$ cat config.mk
export PLATFORM = sky130hd
export DESIGN_NAME = branch_pred_scoreboard
export DESIGN_NICKNAME = d
export VERILOG_FILES = /design/src/rtl/bp_pkg.sv /design/src/rtl/bp_score_fifo.sv /design/src/rtl/branch_pred_scoreboard.sv
export SDC_FILE = /design/constraint.sdc
export NUM_CORES = 1
export LEC_CHECK = 0
export ABC_AREA = 1
export BUFFER_PORTS_ARGS = -buffer_cell sky130_fd_sc_hd__buf_2
export CORE_UTILIZATION = 35
export DETAILED_ROUTE_END_ITERATION = 6
export GPL_TIMING_DRIVEN = 0
export HOLD_SLACK_MARGIN = 0.05
export SYNTH_ARGS = -nofsm -noshare
export SYNTH_HDL_FRONTEND = slang
export SYNTH_SLANG_ARGS = --single-unit
export TNS_END_PERCENT = 1
$ cat constraint.sdc
create_clock -name clk -period 1.93 [get_ports clk]
set_clock_uncertainty 0.05 [all_clocks]
set_input_delay 0.386 -clock clk [delete_from_list [all_inputs] [get_ports clk]]
set_output_delay 0.386 -clock clk [all_outputs]
set_load 0.05 [all_outputs]
$ cat src/rtl/bp_pkg.sv
// Shared constants and types for the branch predictor and its scoreboard.
// Also holds the 2-bit predictor state encoding so both sides agree on it.
package bp_pkg;

    localparam int DEFAULT_DEPTH = 4;
    localparam int DEFAULT_CNT_W = 16;

    typedef enum logic [1:0] {
        PRED_STRONG_NT = 2'b00,
        PRED_WEAK_NT   = 2'b01,
        PRED_WEAK_T    = 2'b10,
        PRED_STRONG_T  = 2'b11
    } pred_state_t;

    typedef enum logic {
        SCORE_HIT  = 1'b0,
        SCORE_MISS = 1'b1
    } score_t;

    // The predictor says "taken" in either taken state.
    function automatic logic pred_taken(input pred_state_t state);
        return state[1];
    endfunction

    function automatic score_t score_of(input logic predicted, input logic actual);
        return (predicted == actual) ? SCORE_HIT : SCORE_MISS;
    endfunction

endpackage

$ cat src/rtl/bp_score_fifo.sv
// DEPTH x 1-bit synchronous FIFO holding predictions awaiting their result.
// Push and pop may happen together; a push into a full FIFO is only kept if a pop frees a slot.
module bp_score_fifo #(
    parameter int DEPTH = 4
) (
    input  logic                       clk,
    input  logic                       rst,
    input  logic                       push,
    input  logic                       push_data,
    input  logic                       pop,
    output logic                       pop_data,
    output logic                       full,
    output logic                       empty,
    output logic [$clog2(DEPTH+1)-1:0] count
);

    localparam int PW = $clog2(DEPTH);
    localparam int CW = $clog2(DEPTH + 1);

    logic [DEPTH-1:0] mem;
    logic [PW-1:0]    wr_ptr;
    logic [PW-1:0]    rd_ptr;
    logic             do_push;
    logic             do_pop;

    assign full     = (count == CW'(DEPTH));
    assign empty    = (count == '0);
    assign do_pop   = pop & ~empty;
    assign do_push  = push & (~full | do_pop);
    assign pop_data = mem[rd_ptr];

    // DEPTH is a power of two, so the pointers wrap by natural overflow.
    always_ff @(posedge clk) begin
        if (rst) begin
            mem    <= '0;
            wr_ptr <= '0;
            rd_ptr <= '0;
            count  <= '0;
        end else begin
            if (do_push) begin
                mem[wr_ptr] <= push_data;
                wr_ptr      <= wr_ptr + 1'b1;
            end
            if (do_pop) begin
                rd_ptr <= rd_ptr + 1'b1;
            end
            if (do_push && !do_pop) begin
                count <= count + 1'b1;
            end else if (!do_push && do_pop) begin
                count <= count - 1'b1;
            end
        end
    end

endmodule

$ cat src/rtl/branch_pred_scoreboard.sv
// Snoops the 2-bit branch predictor, queues each issued prediction in order and
// scores it against the actual outcome when the matching result arrives.
module branch_pred_scoreboard
    import bp_pkg::*;
#(
    parameter int DEPTH = DEFAULT_DEPTH,
    parameter int CNT_W = DEFAULT_CNT_W
) (
    input  logic                       clk,
    input  logic                       rst,
    input  logic                       request,
    input  logic                       result,
    input  logic                       taken,
    input  logic                       prediction,
    output logic [CNT_W-1:0]           hit_count,
    output logic [CNT_W-1:0]           miss_count,
    output logic [$clog2(DEPTH+1)-1:0] pending,
    output logic                       last_valid,
    output logic                       last_correct,
    output logic                       overflow,
    output logic                       underflow
);

    localparam logic [CNT_W-1:0] CNT_MAX = {CNT_W{1'b1}};

    // Handshake: a request is accepted only when result is low at the edge; the
    // predictor's answer is visible one edge later, so capture is deferred by cap_pend.
    logic   cap_pend;
    logic   accept_req;
    logic   fifo_push;
    logic   fifo_pop;
    logic   fifo_head;
    logic   fifo_full;
    logic   fifo_empty;
    logic   bypass;
    logic   no_entry;
    logic   scored;
    logic   scored_bit;
    score_t score;

    assign accept_req = request & ~result;
    assign fifo_pop   = result & ~fifo_empty;
    assign bypass     = result & fifo_empty & cap_pend;
    assign no_entry   = result & fifo_empty & ~cap_pend;
    assign fifo_push  = cap_pend & ~bypass;
    assign scored     = fifo_pop | bypass;
    assign scored_bit = fifo_pop ? fifo_head : prediction;
    assign score      = score_of(scored_bit, taken);

    bp_score_fifo #(
        .DEPTH(DEPTH)
    ) u_fifo (
        .clk      (clk),
        .rst      (rst),
        .push     (fifo_push),
        .push_data(prediction),
        .pop      (fifo_pop),
        .pop_data (fifo_head),
        .full     (fifo_full),
        .empty    (fifo_empty),
        .count    (pending)
    );

    always_ff @(posedge clk) begin
        if (rst) begin
            cap_pend     <= 1'b0;
            hit_count    <= '0;
            miss_count   <= '0;
            last_valid   <= 1'b0;
            last_correct <= 1'b0;
            overflow     <= 1'b0;
            underflow    <= 1'b0;
        end else begin
            cap_pend <= accept_req;
            if (scored) begin
                last_valid   <= 1'b1;
                last_correct <= (score == SCORE_HIT);
                if (score == SCORE_HIT) begin
                    if (hit_count != CNT_MAX) hit_count <= hit_count + 1'b1;
                end else begin
                    if (miss_count != CNT_MAX) miss_count <= miss_count + 1'b1;
                end
            end
            // A full buffer with no pop this edge loses the incoming prediction.
            if (fifo_push && fifo_full && !fifo_pop) begin
                overflow <= 1'b1;
            end
            if (no_entry) begin
                underflow <= 1'b1;
            end
        end
    end

endmodule

==> results of run 1 <==
state kept, by name, indices dropped and copies added, names as in the netlist:
name / count
u_fifo.rd_ptr: 2
underflow: 1
last_valid: 1
last_correct: 1
u_fifo.count: 3
miss_count: 16
overflow: 1
cap_pend: 1
u_fifo.mem: 4
u_fifo.wr_ptr: 2
hit_count: 16
critical path, stage by stage, from the launching register on:
cell and delay, ps:
dfxtp_4 370, nor2_4 160, nand2_4 90, nor2_4 120
nor2_4 60, ha_2 170, inv_1 100, fa_2 450
o21ai_2 130, nor2_1 50
layout make-up:
class	instances	area (um^2)	area share, %
buffer	14	90.1	2.58
inverter	87	327	9.37
multi-input combinational	317	1620	46.5
sequential	48	972	27.9
timing repair buffer	47	243	6.96
clock buffer	6	72.6	2.08
tap	105	131	3.77
clock inverter	1	30.0	0.861
logic make-up after synthesis:
logic type      Yosys count  share of synthesized area [%]
simple gates            276                           42.9
flops                    48                           32.5
fa+ha+maj                 8                           3.64
compound gates           31                           6.23
buf+inv                 101                           14.1
xor+xnor                  2                          0.593
through the flow:
stage | TNS [ps] | cells | hold WS (ps) | setup slack, ps | total power [mW]
6_report | 0 | 625 | 260 | 88.5 | 3.45
5_1_grt | -56.1 | 625 | 241 | -34.3 | 3.67
4_1_cts | 0 | 623 | 248 | 27.4 | 3.41
3_5_place_dp | -403 | 615 | 399 | -250 | 2.66
3_3_place_gp | -320 | 615 | 398 | -196 | 2.64
2_1_floorplan | -9.69 | 466 | 410 | -8.44 | 2.32
final timing paths:
kind / startpoint / endpoint / depth (start not counted)
worst max register to register: u_fifo.count[0]$_SDFFE_PP0P_ / u_fifo.count[1]$_SDFFE_PP0P_ / 9
worst min register to register: underflow$_SDFFE_PP0P_ / underflow$_SDFFE_PP0P_ / 2
worst min-delay path: request / cap_pend$_SDFF_PP0_ / 3
worst max-delay path: u_fifo.count[0]$_SDFFE_PP0P_ / u_fifo.count[1]$_SDFFE_PP0P_ / 9
synth_stat cells (4+ instances only):
cell type and n:
nand2_2 7, nor2_2 8, nand4_1 22, nand2_1 111, ha_1 7, clkbuf_1 4, a311oi_1 4, dfxtp_1 48
buf_6 4, nor2_1 69, buf_2 6, inv_1 84, o21ai_0 8, a21oi_1 12, nand3_1 48
per-layer routing:
| metal | up-vias | GRT usage [%] | part of all wire [%] |
|---|---|---|---|
| met5 | - | 0 | 0 |
| met4 | 0 | 5.26 | 1.6 |
| met3 | 10 | 3.40 | 3.9 |
| met2 | 43 | 29.9 | 47 |
| met1 | 1307 | 22.4 | 48 |
| li1 | 1564 | - | - |
power by group through the flow:
| stage | sequential [mW] | clock (mW) | combinational (mW) |
|---|---|---|---|
| detailed placement | 1.26 | 0 | 1.41 |
| finish | 1.23 | 0.730 | 1.49 |
| floorplan | 1.54 | 0 | 0.773 |
| global placement | 1.26 | 0 | 1.38 |
| global route | 1.24 | 0.789 | 1.64 |
| CTS | 1.24 | 0.755 | 1.42 |
timing repair:
| action | in CTS | in global routing |
|---|---|---|
| endpoints found under the setup margin | 2 | 5 |
| gates cloned | 0 | 0 |
| resized for setup | 1 | 4 |
| pin swaps | 1 | 1 |
| buffers inserted | 1 | 2 |
==> metrics.md, run 1 <==
| Metric | Value |
|---|---|
| Outcome | complete, no violations |
| Leak pwr | 1.73 nW |
| Drt initial violations | 144 |
| Final instance area | 0.00349 mm^2 |
| Setup crit start kind | flop |
| Power Dens Cells | 989 mW/mm^2 |
| Synth Flop Type | dfxtp_1 |
| Logic pwr share | 43.3% |
| Maximum VDD drop | 0.000751 V |
| Mapped Area | 0.00295 mm^2 |
| Synth Net Count | 480 |
| Rel. slew slack | 66.0% |
| Top post-synthesis cells by area | dfxtp_1, nand2_1, inv_1 |
| Total Routing Usage GR | 17.6% |
| Yosys warnings | 0 |
| Setup crit end kind | flop |
| Pin count of the biggest net entering global routing | 15 |
| Root buf cell | clkbuf_8 |
| Antenna viol nets, final | 0 |
| HP Class | input pin to flop |
| Fmax | 543 MHz |
| Vias in the first global route | 2674 |
| Period utilization | 95.4% |
| Port bufs | 44 |
| Fin nets | 534 |
| P&R area growth vs syn | 18.0% |
| Clock group share of total power | 21.2% |
| GPL Wtd Cong | 0.871 |
| Sequential fraction of design power | 35.6% |
| Post-synthesis cell type count | 27 |
| Std-Cell Rows | 33 |
| Critical-path maximum fanout | 4 |
| Filler cells | 875 |
| Crit path DAT | 2000 ps |
| H-tree lvl count | 2 |
| Avg Cell Area, Syn | 6.34 um^2 |
| HPWL after DPL | 5.44 mm |
| Share of cells above drive strength 1 | 19.0% |
| Die extent in y | 93.9 um |
| First-pass GRT wire length | 12.3 mm |
| CTS Sinks | 48 |
| Critical path class | flop to flop |
| R2R Setup Slk | 90 ps |
| MaxCap Viol Count | 0 |
| Sw Share | 44.2% |
| Register area share after synthesis | 32.5% |
| Final antenna diode count | 0 |
| Leading area contributor after synthesis | dfxtp_1 |
| Max Root-Sink Buffers | 2 |
| CORE AREA | 0.00818 mm^2 |
| TritonCTS clock tree | yes |
| Max-slew violations | 0 |
| Final Hold Viols | 0 |
| Finished Core Util | 42.6% |
| DR WL/cell | 11.8 um |
| Hold_buf cts | 0 |
| Initial antenna violation count | 0 |
| RSZ-0062 raised after global routing | true |
| Overflow after GRT | 0 |
| Initial core utilization | 36.1% |
| Most common cell after layout, fill and taps aside | nand2_1 |
| Placed cell area | 0.00334 mm^2 |
| Total wire length | 7.35 mm |
| Flops & latches, synth | 48 |
| CTS clock-pin slew for the worst setup and hold paths | 90 ps |
| Post-synth EDFFs | 0 |
| Gate Count Post-Synth | 466 |
| Ports | 45 |
| Residual DRC | 0 |
| Most frequent cells in the layout | nand2_1, inv_1, nor2_1 |
| Clk Latency, worst-skew pair | 300 ps |
| CP required | 2090 ps |
| Via-to-Cell Ratio | 4.68 |
| Die ar. | 0.00881 mm^2 |
| P_int | 1.92 mW |
| Ys async rst share | 0% |
| Worst Max-Slew Pin Slew | 509 ps |
| Tmin final | 1840 ps |
| Die Wd | 93.9 um |
| Via count | 2924 |
| Drt pass-1 iters | 4 |
| CTS buffer count | 5 |
| Setup-failing EPs final | 0 |
| Psw | 1.52 mW |
| Top cell type's share of synthesized area | 32.5% |
Power figures use the tool's default switching activity.
==> inputs of run 2 (changes only) <==
Settings changed: SETUP_SLACK_MARGIN from default to 0.3, TNS_END_PERCENT 1 to default.
Clock period 1.93 ns to 1.64 ns, I/O delays scaled along.
==> metrics.md, run 2 (same netlist as run 1, synthesis figures left out) <==
| Metric | Value |
|---|---|
| Total wire length | 8.52 mm (+16%) |
| Setup TNS | -1400 ps (-1400 ps) |
| Worst r2r src | u_fifo.count[0]$_SDFFE_PP0P_ |
| Overflow after GRT | 0 (unchanged) |
| Most frequent cells in the layout | nand2_1, inv_1, nor2_1 |
| R2R Setup Slk | -140 ps (-220 ps) |
| Critical-path maximum fanout | 3 (-1) |
| Setup ws final | -135 ps (-224 ps) |
| Reg area | 0.00107 mm^2 (+9.8%) |
| Filler cells | 787 (-10%) |
| Tmin final | 1780 ps (-66.1 ps) |
| Residual DRC | 0 (unchanged) |
| Via count | 3178 (+8.7%) |
| Share of cells above drive strength 1 | 41.4% (+22 points) |
| Setup-failing EPs final | 26 (+26) |
| Setup crit start kind | flop |
| Cell mode on critical path | nor2_4 |
| Sw Share | 43.6% (-0.63 points) |
| Finished Core Util | 54.6% (+12 points) |
| Worst min-delay path endpoint | cap_pend$_SDFF_PP0_ |
| Port bufs | 44 (unchanged) |
| Logic pwr share | 56.3% (+13 points) |
| Sequential fraction of design power | 28.3% (-7.3 points) |
| Die ar. | 0.00881 mm^2 (unchanged) |
| Drt initial violations | 121 (-16%) |
| Initial antenna violation count | 0 (unchanged) |
| First-pass GRT wire length | 14.1 mm (+15%) |
| Max-slew violations | 0 (unchanged) |
| Hold Path Origin | request |
| Period utilization | 108% (+13 points) |
| Most common cell after layout, fill and taps aside | nand2_1 |
| Max Root-Sink Buffers | 2 (unchanged) |
| Leak pwr | 2.00 nW (+16%) |
| P_int | 2.89 mW (+50%) |
| Hold_buf cts | 0 (unchanged) |
| Initial core utilization | 36.1% (unchanged) |
| Ports | 45 (unchanged) |
| Critical path class | flop to flop |
| Root buf cell | clkbuf_8 |
| Setup crit end kind | flop |
| Vias in the first global route | 3057 (+14%) |
| Fmax | 563 MHz (+3.7%) |
| Maximum VDD drop | 0.00114 V (+52%) |
| DR WL/cell | 13.0 um (+11%) |
| Hold depth | 3 (unchanged) |
| Clock group share of total power | 15.5% (-5.7 points) |
| Worst Max-Slew Pin Slew | 641 ps (+131 ps) |
| Crit path max-delay cell type | dfxtp_4 |
| Drt pass-1 iters | 4 (unchanged) |
| Crit path DAT | 1910 ps (-90 ps) |
| MaxCap Viol Count | 0 (unchanged) |
| Via-to-Cell Ratio | 4.87 (+4.0%) |
| Critical Path Max Stage Delay | 370 ps (-80 ps) |
| Hold slack | 218 ps (-42.3 ps) |
| GPL Wtd Cong | 0.820 (-5.9%) |
| Buffers & Inverters on Critical Path | 1 (unchanged) |
| Antenna viol nets, final | 0 (unchanged) |
| HP Class | input pin to flop |
| H-tree lvl count | 2 (unchanged) |
| CORE AREA | 0.00818 mm^2 (unchanged) |
| Crit path max-delay family | adder cells |
| Final antenna diode count | 0 (unchanged) |
| P&R area growth vs syn | 51.2% |
| Worst reg2reg path endpoint | u_fifo.count[2]$_SDFFE_PP0P_ |
| Top flop regs | hit_count: 16 flops, miss_count: 16 flops, u_fifo.mem: 4 flops |
| Power Dens Cells | 1150 mW/mm^2 (+16%) |
| Failing checks | negative setup slack |
| Pin count of the biggest net entering global routing | 15 (unchanged) |
| Die extent in y | 93.9 um (unchanged) |
| Rel. slew slack | 57.3% (-8.8 points) |
| DP Cell Count | 615 (unchanged) |
| CTS Sinks | 48 (unchanged) |
| Fin nets | 561 (+5.1%) |
| Non-Filler Instances | 653 (+4.5%) |
| Crit-path cells | nor2_4 -> nand2_4 -> nor2_4 -> nor2_4 -> ha_4 -> inv_4 -> fa_2 -> a21oi_2 -> o21ai_1 -> o21ai_1 -> a21oi_1 |
| TritonCTS clock tree | yes |
| Outcome | complete, but fails checks |
| Multi-input gate area | 0.00203 mm^2 (+25%) |
| Reg2Reg Depth | 11 (+2) |
| CTS buffer count | 5 (unchanged) |
| CTS clock-pin slew for the worst setup and hold paths | 80 ps (about the same) |
| Std-Cell Rows | 33 (unchanged) |
| Total Routing Usage GR | 20.4% (+2.8 points) |
| Final Hold Viols | 0 (unchanged) |
| Clk Latency, worst-skew pair | 300 ps (about the same) |
| RSZ-0062 raised after global routing | true |
| HPWL after DPL | 5.69 mm (+4.4%) |
| Die Wd | 93.9 um (unchanged) |
| Psw | 2.23 mW (+46%) |
| CP required | 1780 ps (-310 ps) |
## run 2: cell types whose count changed in the layout (fill, tap and decap cells not counted), sizes merged
cell	previous run	this run
buf	57	68
bufinv	1	0
clkbuf	10	28
## run 2: power by group through the flow
stage	clock network, mW	registers (mW)	logic, mW
after global routing	0.867	1.46	3.08
after floorplan	0	1.83	1.11
after CTS	0.821	1.45	2.74
final	0.792	1.45	2.88
after detailed placement	0	1.49	1.89
after global placement	0	1.49	1.86
## run 2: final cells by class
| cell class | count | area share, % |
|---|---|---|
| Multi-Input combinational cell | 317 | 45.5 |
| Buffer | 14 | 2.77 |
| Sequential cell | 48 | 23.9 |
| Inverter | 87 | 7.48 |
| Clock buffer | 8 | 2.24 |
| Timing Repair Buffer | 74 | 15.2 |
| Tap cell | 105 | 2.94 |
## run 2: metrics by stage
stage,cell area (um^2),worst slack (ps),power (mW)
3_3_place_gp,3650,-415,3.34
2_1_floorplan,3300,-273,2.94
5_1_grt,4470,-227,5.41
4_1_cts,4310,-133,5.01
6_report,4470,-135,5.12
3_5_place_dp,3650,-444,3.38
## run 2: layer usage
layer	vias to the layer above	GRT usage, %	wire length (um)
li1	1628	-	-
met1	1466	24.1	3710
met2	69	36.3	4290
met3	15	4.05	360
met4	0	7.44	159
met5	-	0	0
## run 2: worst max path at each step
| stage | startpoint | end | slack, ps | cells after the start |
|---|---|---|---|---|
| 2_1_floorplan | u_fifo.count[1]$_SDFFE_PP0P_ | u_fifo.count[2]$_SDFFE_PP0P_ | -270 | 11 |
| 3_3_place_gp | result | u_fifo.count[2]$_SDFFE_PP0P_ | -420 | 12 |
| 3_5_place_dp | result | u_fifo.count[2]$_SDFFE_PP0P_ | -440 | 12 |
| 4_1_cts | u_fifo.count[0]$_SDFFE_PP0P_ | u_fifo.count[2]$_SDFFE_PP0P_ | -130 | 11 |
| 5_1_grt | u_fifo.count[1]$_SDFFE_PP0P_ | u_fifo.count[2]$_SDFFE_PP0P_ | -230 | 11 |
| 6_report | u_fifo.count[0]$_SDFFE_PP0P_ | u_fifo.count[2]$_SDFFE_PP0P_ | -140 | 11 |
## run 2: tightest hold or removal path, stage by stage
cell and delay [ps]:
buf_2 110, nand2_1 60, nor2_1 30
## run 2: repair_timing
item                                    4_1_cts  5_1_grt
gates resized for setup                      65       40
gates cloned                                  4        0
pin swaps                                    37       13
endpoints found under the setup margin       51       63
hold endpoints to repair                      0        0
buffers inserted                             21        5
